$ cat config.mk
export PLATFORM = sky130hd
export DESIGN_NAME = imem_loader_flat
export DESIGN_NICKNAME = d
export VERILOG_FILES = /design/src/rtl/imem_loader_pkg.sv /design/src/rtl/imem_loader_if.sv /design/src/rtl/imem_loader.sv /design/src/flat_wrapper.sv
export SDC_FILE = /design/constraint.sdc
export NUM_CORES = 1
export LEC_CHECK = 0
export ABC_AREA = 0
export CORE_ASPECT_RATIO = 0.5
export CORE_MARGIN = 1
export CORE_UTILIZATION = 50
export CTS_CLUSTER_DIAMETER = 80
export CTS_CLUSTER_SIZE = 14
export DETAILED_ROUTE_END_ITERATION = 16
export PLACE_DENSITY = 0.74
export SYNTH_ARGS = -nofsm -noshare
export SYNTH_HDL_FRONTEND = slang
export SYNTH_SLANG_ARGS = --single-unit
$ cat constraint.sdc
create_clock -name clk -period 2.7 [get_ports clk]
set_input_delay 0.54 -clock clk [delete_from_list [all_inputs] [get_ports clk]]
set_output_delay 0.54 -clock clk [all_outputs]
set_load 0.03 [all_outputs]
$ cat src/rtl/imem_loader_pkg.sv
// imem_pkg: shared types and sizes for the instruction-memory loader
package imem_pkg;
  localparam int IMEM_DEPTH = 64;
  localparam int IMEM_AW = 6;
  localparam int IMEM_W = 32;
  typedef enum logic [2:0] {IDLE, LEN, DATA, CSUM, DONE, ERR} ld_state_t;
endpackage

$ cat src/rtl/imem_loader_if.sv
// imem_loader_if: byte receive link plus instruction RAM write port
interface imem_loader_if;
  logic [7:0] rx_data;
  logic rx_valid;
  logic rx_ready;
  logic mem_we;
  logic [imem_pkg::IMEM_AW-1:0] mem_addr;
  logic [imem_pkg::IMEM_W-1:0] mem_wdata;
  modport master(input rx_data, rx_valid, output rx_ready, mem_we, mem_addr, mem_wdata);
  modport slave(output rx_data, rx_valid, input rx_ready, mem_we, mem_addr, mem_wdata);
endinterface

$ cat src/rtl/imem_loader.sv
// imem_loader: streams length/words/checksum bytes into the instruction RAM and gates the CPU
module imem_loader
  import imem_pkg::*;
(
  input  logic clk,
  input  logic rst_n,
  input  logic start,
  imem_loader_if.master bus,
  output logic cpu_hold,
  output logic load_done,
  output logic load_err,
  output logic [IMEM_AW:0] words_loaded
);
  localparam logic [7:0] DEPTH8 = 8'(IMEM_DEPTH);
  ld_state_t state_q, state_d;
  logic [IMEM_AW:0] len_q, len_d, words_q, words_d;
  logic [1:0] byte_cnt_q, byte_cnt_d;
  logic [7:0] csum_q, csum_d;
  logic [23:0] lanes_q, lanes_d;
  logic we_q, we_d, hold_q, hold_d, done_q, done_d, err_q, err_d;
  logic [IMEM_AW-1:0] addr_q, addr_d;
  logic [IMEM_W-1:0] wdata_q, wdata_d;
  logic take;
  assign bus.rx_ready = state_q inside {LEN, DATA, CSUM};
  assign take = bus.rx_valid && bus.rx_ready;
  assign bus.mem_we = we_q;
  assign bus.mem_addr = addr_q;
  assign bus.mem_wdata = wdata_q;
  assign cpu_hold = hold_q;
  assign load_done = done_q;
  assign load_err = err_q;
  assign words_loaded = words_q;
  // Next-state: header check, lane assembly, word commit and checksum verdict
  always_comb begin
    state_d = state_q;
    len_d = len_q;
    words_d = words_q;
    byte_cnt_d = byte_cnt_q;
    csum_d = csum_q;
    lanes_d = lanes_q;
    we_d = 1'b0;
    addr_d = addr_q;
    wdata_d = wdata_q;
    hold_d = hold_q;
    done_d = done_q;
    err_d = err_q;
    case (state_q)
      LEN: if (take) begin
        if (bus.rx_data == 8'd0 || bus.rx_data > DEPTH8) begin
          state_d = ERR;
          err_d = 1'b1;
        end else begin
          state_d = DATA;
          len_d = bus.rx_data[IMEM_AW:0];
          csum_d = bus.rx_data;
        end
      end
      DATA: if (take) begin
        csum_d = csum_q ^ bus.rx_data;
        byte_cnt_d = byte_cnt_q + 2'd1;
        if (byte_cnt_q == 2'd3) begin
          we_d = 1'b1;
          wdata_d = {bus.rx_data, lanes_q};
          addr_d = words_q[IMEM_AW-1:0];
          words_d = words_q + 1'b1;
          state_d = (words_q + 1'b1 == len_q) ? CSUM : DATA;
        end else begin
          lanes_d[{byte_cnt_q, 3'b000} +: 8] = bus.rx_data;
        end
      end
      CSUM: if (take) begin
        state_d = (bus.rx_data == csum_q) ? DONE : ERR;
        hold_d = bus.rx_data != csum_q;
        done_d = bus.rx_data == csum_q;
        err_d = bus.rx_data != csum_q;
      end
      default: if (start) begin
        state_d = LEN;
        words_d = '0;
        byte_cnt_d = '0;
        csum_d = '0;
        hold_d = 1'b1;
        done_d = 1'b0;
        err_d = 1'b0;
      end
    endcase
  end
  // State register; reset aborts any load and keeps the CPU held
  always_ff @(posedge clk) begin
    if (!rst_n) begin
      state_q <= IDLE;
      len_q <= '0;
      words_q <= '0;
      byte_cnt_q <= '0;
      csum_q <= '0;
      lanes_q <= '0;
      we_q <= 1'b0;
      addr_q <= '0;
      wdata_q <= '0;
      hold_q <= 1'b1;
      done_q <= 1'b0;
      err_q <= 1'b0;
    end else begin
      state_q <= state_d;
      len_q <= len_d;
      words_q <= words_d;
      byte_cnt_q <= byte_cnt_d;
      csum_q <= csum_d;
      lanes_q <= lanes_d;
      we_q <= we_d;
      addr_q <= addr_d;
      wdata_q <= wdata_d;
      hold_q <= hold_d;
      done_q <= done_d;
      err_q <= err_d;
    end
  end
endmodule

$ cat src/flat_wrapper.sv
// flat-port wrapper written by rule: the top's interface ports become plain ports
module imem_loader_flat import imem_pkg::*;
  (clk, rst_n, start, cpu_hold, load_done, load_err, words_loaded, bus_rx_data, bus_rx_valid, bus_rx_ready, bus_mem_we, bus_mem_addr, bus_mem_wdata);
  imem_loader_if bus_i ();
  input  logic clk;
  input  logic rst_n;
  input  logic start;
  output logic cpu_hold;
  output logic load_done;
  output logic load_err;
  output logic [IMEM_AW:0] words_loaded;
  input wire logic [$bits(bus_i.rx_data)-1:0] bus_rx_data;
  input wire logic [$bits(bus_i.rx_valid)-1:0] bus_rx_valid;
  output wire logic [$bits(bus_i.rx_ready)-1:0] bus_rx_ready;
  output wire logic [$bits(bus_i.mem_we)-1:0] bus_mem_we;
  output wire logic [$bits(bus_i.mem_addr)-1:0] bus_mem_addr;
  output wire logic [$bits(bus_i.mem_wdata)-1:0] bus_mem_wdata;
  assign bus_i.rx_data = bus_rx_data;
  assign bus_i.rx_valid = bus_rx_valid;
  assign bus_rx_ready = bus_i.rx_ready;
  assign bus_mem_we = bus_i.mem_we;
  assign bus_mem_addr = bus_i.mem_addr;
  assign bus_mem_wdata = bus_i.mem_wdata;
  imem_loader u_core (.clk(clk), .rst_n(rst_n), .start(start), .bus(bus_i), .cpu_hold(cpu_hold), .load_done(load_done), .load_err(load_err), .words_loaded(words_loaded));
endmodule
==> results.yml, run 1 <==
status:
  run_status: "completed"
route:
  firstDrtPassIters: 5
  avgViaCountPerCell: 5.39
  avgRoutedWirePerCell_um: 14.0
  drt_iter0_drc: 281
  vias: 3603
  ant_nets: 0
  postRouteWirelength_um: 9390
  drcViolationCount: 0
cells_and_area:
  final_util_pct: 64.5
  final_common_cell: "nand2_1"
  drive_gt1_share_pct: 7.36
  fin_nets: 570
  fin_area_sq_um: 5260
  final_cell_mix: "nand2_1 (113), dfxtp_1 (93), a21boi_1 (61)"
  antennaDiodeCount: 0
  syn_to_final_growth_pct: 23.1
grt:
  grt-ovfl-total: 0
  grt.total_usage_pct: 22.2
  grt_pass1_wl_um: 15500
  grt_max_degree: 77
  antenna_found_initial: 0
  grt_pass1_vias: 3173
sta:
  tightest_slew_ns: 0.502
  final_hold_viol_count: 0
  period_share_pct: 84.9
  slew_headroom_pct: 66.5
  fmax_mhz: 436
  totalNegativeSetupSlack_ns: 0
  maxSlewViolCount: 0
  setup_viol_count_final: 0
  timing.final.ws_setup_ns: 0.409
  rsz0062_at_grt: "false"
  worst_clock_skew_ns: 0.00554
  fin_crit_ns: 2.29
floorplan:
  start_util_pct: 52.4
  dieArea_sq_um: 8930
  ioPinCount: 62
  row_count: 23
  core_sq_um: 8140
  die_h_um: 67.3
  dieWidth_um: 133
job:
  max-cap-violations: 0
clock_tree:
  cts-resized-gates: 0
  cts_buffers: 9
  hold_buffers: 0
  cts.sinks: 93
  clock_tree.htree_level_count: 3
  cts.clk_slew.worst_paths_ns: 0.07
  clockBufferDepth: 2
  cts-root-buf: "clkbuf_16"
  cts_tree: "done"
  cts_setup_buffers: 0
  clock_latency_ns: 0.35
worst_hold_path:
  hp-start: "u_core.lanes_q[20]"
  hold_class: "reg -> reg"
synthesis:
  syn_avg_cell_area_sq_um: 8.48
  syn-instance-count: 503
  ys_ff_latch: 93
  ys_types: 49
  ys_seq_area_share_pct: 43.6
  synth_edf_count: 0
  synth_nets: 521
  async_flop_share_pct: 0
  syn-cell-area_sq_um: 4270
  synth_warnings: 0
  synth_flop_cell: "dfxtp_1"
placement:
  hpwl_um: 6320
  dpl_cell_area_sq_um: 4960
  place_ws_ns: 0.191
  port_buffers: 61
  gp_congestion: 0.774
critical_path:
  worstSetupPathType: "reg -> out"
  required_ns: 2.16
  arrival_ns: 1.75
  startpoint_type: "flop"
  startpoint: "u_core.state_q[1]"
  critPathMaxFanout: 11
  r2r-start: "u_core.state_q[1]"
  end_kind: "primary output"
pwr:
  ir_worst_vdd_mv: 0.438
  p_leak_nw: 1.89
  power.density_nw_per_um2: 584
==> cell type report <==
cell class                 count  area (sq um)
fill                         741          2890
multi-input combinational    366          2200
sequential                    93          1860
timing repair buffer          79           753
clock buffer                   9           225
tap                          112           140
clock inverter                 7          67.6
inverter                       3          11.3
==> worst max-delay path: stages (launching register included) <==
cell,delay (ns)
dfxtp_1,0.54
nor2_1,0.09
nor2_1,0.10
clkdlybuf4s50_1,0.67
==> Yosys cell counts, types with 6 or more instances <==
library cell | number | share of area (%)
a21boi_1 | 61 | 11
ha_1 | 6 | 1.8
mux2i_1 | 10 | 2.3
nand2_1 | 113 | 9.9
nand3_1 | 30 | 3.5
clkbuf_1 | 21 | 1.8
dfxtp_1 | 93 | 44
xor2_1 | 8 | 1.6
and3_1 | 12 | 1.8
o21ai_0 | 26 | 3.0
buf_2 | 15 | 1.8
nor2b_1 | 11 | 1.6
nor2_1 | 16 | 1.4
a32o_1 | 8 | 1.9
xnor2_1 | 9 | 1.8
and2_1 | 6 | 0.88
==> state kept, by name, indices dropped and copies added (netlist names) <==
register and flops:
u_core.bus.mem_addr 6, u_core.bus.mem_wdata 32, u_core.bus.mem_we 1, u_core.byte_cnt_q 2, u_core.cpu_hold 1, u_core.csum_q 8
u_core.lanes_q 24, u_core.len_q 7, u_core.load_done 1, u_core.load_err 1, u_core.state_q 3, u_core.words_loaded 7
==> cell families after synthesis <==
logic type	synth area share (%)
multiplexers	2.35
flip-flops	43.6
AND/OR/NAND/NOR	23.8
adder cells (fa/ha/maj)	1.76
AO/OA/AOI/OAI	20.1
buffers and inverters	4.93
XOR/XNOR	3.49
==> stage by stage <==
stage	instances	power, mW	hold WS [ns]
6_report	669	3.07	0.449
5_1_grt	669	3.20	0.464
3_5_place_dp	653	1.86	0.444
3_3_place_gp	653	1.85	0.439
4_1_cts	669	3.09	0.452
2_1_floorplan	503	1.76	0.431
==> routing by layer <==
layer | wire (um) | vias up | part of all wire [%] | GRT usage, %
li1 | - | 1824 | - | -
met1 | 4650 | 1693 | 49 | 30.4
met2 | 4190 | 74 | 45 | 34.8
met3 | 446 | 12 | 4.7 | 5.78
met4 | 112 | 0 | 1.2 | 6.61
met5 | 0 | - | 0 | 0
==> power breakdown <==
group	switching, mW	internal (mW)	total (mW)
clock	0.588	0.650	1.24
combinational	0.224	0.164	0.388
sequential	0.0386	1.40	1.44
total	0.851	2.22	3.07
==> worst paths after layout <==
path | slack (ns) | end | depth (start not counted)
setup reg to reg | 0.66 | u_core.csum_q[1] | 6
hold reg to reg | 0.45 | u_core.bus.mem_wdata[20] | 2
hold / removal | 0.45 | u_core.bus.mem_wdata[20] | 2
setup / recovery | 0.41 | bus_rx_ready | 3
Power figures use the tool's default switching activity.
==> inputs of run 2 (changes only) <==
- clock period: 2.7 -> 2.14 ns (I/O delays scaled with it)
==> results.yml, run 2 (synthesis gave the netlist of run 1 again) <==
clock_tree:
  clock_tree.htree_level_count: 3
  clockBufferDepth: 2
  cts.sinks: 93
  cts.clk_slew.worst_paths_ns: 0.07
  cts-root-buf: "clkbuf_16"
  hold_buffers: 0
  clock_latency_ns: 0.34
  cts_tree: "done"
  cts_buffers: 9
critical_path:
  critPathSlowestCell: "clkdlybuf4s50_1"
  startpoint_type: "primary input"
  critPathTopFamily: "compound AO/OA/AOI/OAI gates"
  cp.depth: 7
  critPathMaxFanout: 14
  required_ns: 2.38
  cp_cell_sequence: "clkdlybuf4s50_1 -> buf_4 -> nor2_1 -> mux2i_1 -> a21oi_4 -> o21ai_0 -> a32o_1"
  arrival_ns: 2.23
  end_kind: "flop"
  r2r_cells: 5
  cp_slowest_stage_delay_ns: 0.45
  worstSetupPathType: "in -> reg"
  worst-path-buf-inv: 2
grt:
  grt-ovfl-total: 0
  grt_pass1_vias: 3313
  grt-busiest-layer: "met2"
  use_met2_pct: 36.6
  grt.total_usage_pct: 22.8
  use_met3_pct: 5.71
  grt_use_met1_pct: 30.6
  grt_pass1_wl_um: 15900
  antenna_found_initial: 0
  grt_max_degree: 103
pwr:
  ir_worst_vdd_mv: 0.403
  internal_power_mw: 2.98
  power_mw: 4.02
  seq_power_share_pct: 45.3
  combPwrFrac_pct: 14.6
  p_leak_nw: 2.02
  swShare_pct: 25.7
  power.density_nw_per_um2: 735
  netSwitchingPower_mw: 1.03
  power_frac_clock_pct: 40.1
sta:
  timing.final.ws_setup_ns: 0.150
  fmax_mhz: 502
  totalNegativeSetupSlack_ns: 0
  setup_viol_count_final: 0
  slew_headroom_pct: 63.4
  period_share_pct: 93.0
  worst_clock_skew_ns: 0.00673
  fin_crit_ns: 1.99
  tightest_slew_ns: 0.543
  maxSlewViolCount: 0
  final_hold_viol_count: 0
floorplan:
  dieArea_sq_um: 8930
  die_h_um: 67.3
  row_count: 23
  start_util_pct: 52.4
  core_sq_um: 8140
  dieWidth_um: 133
  ioPinCount: 62
route:
  avgViaCountPerCell: 5.25
  drcViolationCount: 0
  vias: 3618
  avgRoutedWirePerCell_um: 14.0
  postRouteWirelength_um: 9640
  drt_iter0_drc: 235
  ant_nets: 0
  firstDrtPassIters: 5
worst_hold_path:
  hold_depth: 2
  hold_class: "in -> reg"
cells_and_area:
  antennaDiodeCount: 0
  fin_nets: 591
  final_cell_mix: "nand2_1 (113), dfxtp_1 (93), a21boi_1 (61)"
  final_util_pct: 67.1
  final_common_cell: "nand2_1"
  syn_to_final_growth_pct: 28.0
  largest_reg_flops: 32
  fillers: 712
  drive_gt1_share_pct: 11.6
status:
  run_status: "completed"
placement:
  port_buffers: 61
  hpwl_um: 6480
  place_ws_ns: -0.263
  gp_congestion: 0.782
job:
  max-cap-violations: 0
==> run 2: cell count changes in the layout (fill, tap and decap cells not counted), sizes merged <==
cell / change
buf: +21
bufinv: +1
clkbuf: +1
clkdlybuf4s50: -1
dlymetal6s2s: +1
inv: -3
==> run 2: through the flow <==
step                area [sq um]  cells  hold WS (ns)
global route                5460    689         0.422
global placement            5110    673         0.439
finish                      5460    689         0.422
floorplan                   4270    503         0.431
detailed placement          5110    673         0.444
CTS                         5410    688         0.425
==> run 2: area by class of cell <==
type	instances	area (sq um)	share of cell area, %
clock buffer	10	239	4.37
clock inverter	5	60.1	1.10
multi-input combinational	366	2240	41.0
timing repair buffer	100	913	16.7
inverter	3	11.3	0.206
tap	112	140	2.57
sequential	93	1860	34.1
==> run 2: path summary, 6_finish.rpt <==
check / from / endpoint / slack [ns]
max: bus_rx_data[7] / u_core.csum_q[1] / 0.15
min: rst_n / u_core.bus.mem_we / 0.42
max reg2reg: u_core.state_q[2] / u_core.csum_q[1] / 0.16
min reg2reg: u_core.bus.mem_wdata[3] / u_core.bus.mem_wdata[3] / 0.45
==> run 2: routing by layer <==
metal	vias up	wire length (um)	part of all wire, %
met1	1678	4760	49
met3	10	485	5.0
li1	1856	-	-
met4	0	108	1.1
met2	74	4290	44
met5	-	0	0
==> run 2: timing repair <==
| item | CTS | global route |
|---|---|---|
| gates resized for setup | 0 | 9 |
| buffers inserted | 0 | 1 |
| setup endpoints to repair | 0 | 38 |
==> run 2: power groups by stage <==
stage,combinational [mW],clock [mW],sequential (mW)
3_5_place_dp,0.557,0,1.85
4_1_cts,0.559,1.65,1.81
5_1_grt,0.644,1.72,1.82
3_3_place_gp,0.543,0,1.85
2_1_floorplan,0.378,0,1.84
6_report,0.585,1.61,1.82
==> variant (flow settings as in run 1) <==
Take the reset off `wdata_q` and load it in a clocked block of its own.
--- a/src/rtl/imem_loader.sv
+++ b/src/rtl/imem_loader.sv
@@ -96,7 +96,6 @@
       lanes_q <= '0;
       we_q <= 1'b0;
       addr_q <= '0;
-      wdata_q <= '0;
       hold_q <= 1'b1;
       done_q <= 1'b0;
       err_q <= 1'b0;
@@ -109,11 +108,14 @@
       lanes_q <= lanes_d;
       we_q <= we_d;
       addr_q <= addr_d;
-      wdata_q <= wdata_d;
       hold_q <= hold_d;
       done_q <= done_d;
       err_q <= err_d;
     end
   end
+
+  always_ff @(posedge clk) begin
+    wdata_q <= wdata_d;
+  end
 endmodule
 
Formal check against the unedited RTL: differs if rst_n is asserted again (counterexample within 10 cycles, from zero or initial values and one cycle with rst_n low); with rst_n held inactive, the same outputs for 10 cycles.
==> variant against run 1 <==
  * Combinational power down 5.2%
  * Worst setup slack worse by 0.041 ns
  * Sequential cell count unchanged
  * Design area down 1.5%
  * Synthesized area down 3.2%
  * Routed wire length down 2.6%
  * Core utilization up 3.1 points
  * Power up 2.5%
  * Die area down 3.2%
  * Critical path type unchanged
==> variant: results (changes against run 1) <==
[clock_tree]
clock_path_buffers = 2  ; unchanged
htreeDepth = 3  ; unchanged
cts_buffers = 9  ; unchanged
clk_latency_ns = 0.34
clockRootBuffer = clkbuf_16
path_clk_slew_ns = 0.06
post_cts_buffers = 0  ; unchanged
cts_resized = 0  ; unchanged

[global_routing]
grt_start_max_net_pins = 33  ; -57%
grt_usage_pct = 23.0  ; +0.73 points
grt_pass1_vias = 2991  ; -5.7%
grt.met1_usage_pct = 31.0  ; +0.63 points
antenna_found_initial = 0  ; unchanged
use_met2_pct = 36.4  ; +1.6 points
grt_use_met3_pct = 5.66  ; -0.12 points
grt_first_pass_wirelength_mm = 14.9  ; -4.4%

[final_layout]
largest_reg_flops = 32  ; unchanged
drive_gt1_share_pct = 8.58  ; +1.2 points
nFillCells = 604  ; -18%
final_nets = 491  ; -14%
diodes = 0  ; unchanged

[sta]
slew_headroom_pct = 60.8  ; -5.8 points
slew_viol_final = 0  ; unchanged
fin_skew_ns = 0.00767  ; +0.00214 ns

[drt]
wl_per_cell_um = 15.6  ; +11%
drtIter0Drc = 174  ; -38%
num_vias = 3232  ; -10%
firstDrtPassIters = 4  ; -1

[critical_path]
cp_max_fo = 13  ; +2
cp_data_arrival_time_ns = 1.79  ; +0.04 ns

[yosys]
yosys-top-cells-area = dfxtp_1, edfxtp_1, a21boi_0
synth_common_cells = nand2_1, dfxtp_1, a21boi_0, edfxtp_1, nand3_1
async_reset_ff_share_pct = 0  ; unchanged
synth-edff-count = 32  ; +32
yosys_warnings = 0  ; unchanged
ys_seq_area_share_pct = 52.8  ; +9.2 points
yosysUniqueCellTypes = 49  ; unchanged
synthFlopType = dfxtp_1
syn_nets = 431  ; -17%

[status]
status = finished, final reports clean

[placed_design]
dpl.hpwl_mm = 6.22  ; -1.6%
gp_congestion = 0.841  ; +8.8%
portBuffers = 61  ; unchanged

[pwr]
ir_drop_v = 0.000411  ; -6.2%
p_leak_nw = 1.82  ; -3.7%

[worst_hold_path]
min_path_type = reg2reg

[variant: changes by cell type in the layout (fill, tap and decap cells not counted), moves of 4 or more]
| cell | change |
|---|---|
| dfxtp_1 | -32 |
| nor2_1 | +5 |
| o21a_1 | +7 |
| a21boi_0 | +31 |
| xor2_1 | +5 |
| and3_1 | -8 |
| edfxtp_1 | +32 |
| nor2b_1 | -4 |
| nand2_1 | -49 |
| inv_1 | +4 |
| o21ai_0 | -10 |
| a21boi_1 | -59 |
[variant: logic make-up after synthesis]
family	Yosys count	share of synthesized area, %
adder cells (fa/ha/maj)	6	1.82
flip-flops	93	52.8
multiplexers	9	2.18
XOR/XNOR	19	4.03
AND/OR/NAND/NOR	157	19.0
AO/OA/AOI/OAI	90	16.0
buffers and inverters	39	4.18
[variant: metrics by stage]
stage | instance area (um2) | instances | setup WS [ns] | hold WS [ns]
final | 5170 | 586 | 0.367 | 0.430
after detailed placement | 4870 | 570 | 0.127 | 0.415
after global routing | 5170 | 586 | 0.264 | 0.443
after global placement | 4870 | 570 | 0.254 | 0.412
after floorplan | 4130 | 413 | 0.800 | 0.408
after CTS | 5170 | 586 | 0.360 | 0.430
[variant: final timing paths]
kind | startpoint | endpoint | slack, ns | cells past startpoint
max | u_core.state_q[1] | bus_rx_ready | 0.37 | 3
min | u_core.lanes_q[2] | u_core.bus.mem_wdata[2] | 0.43 | 0
max reg2reg | u_core.state_q[0] | u_core.csum_q[0] | 0.48 | 5
min reg2reg | u_core.lanes_q[2] | u_core.bus.mem_wdata[2] | 0.43 | 0
[variant: power by group]
group | switching, mW | internal (mW) | total, mW
combinational | 0.215 | 0.153 | 0.368
sequential | 0.0367 | 1.47 | 1.50
clock | 0.545 | 0.729 | 1.27
total | 0.796 | 2.35 | 3.15
[variant: area by class of cell]
type	instances	area, um2	area share (%)
Multi-Input combinational cell	281	1780	34.3
Timing Repair Buffer	81	756	14.6
Tap cell	108	135	2.61
Sequential cell	93	2180	42.2
Clock inverter	6	71.3	1.38
Inverter	7	26.3	0.508
Clock buffer	10	229	4.42
[variant: worst max-delay path, stage by stage (launching register included)]
cell	delay (ns)
dfxtp_1	0.55
o21bai_1	0.15
inv_1	0.09
clkdlybuf4s50_1	0.67
[variant: routing by layer]
metal,up-vias,wire [um]
li1,1566,-
met3,11,604
met4,0,95
met2,120,4080
met1,1535,4370
met5,-,0
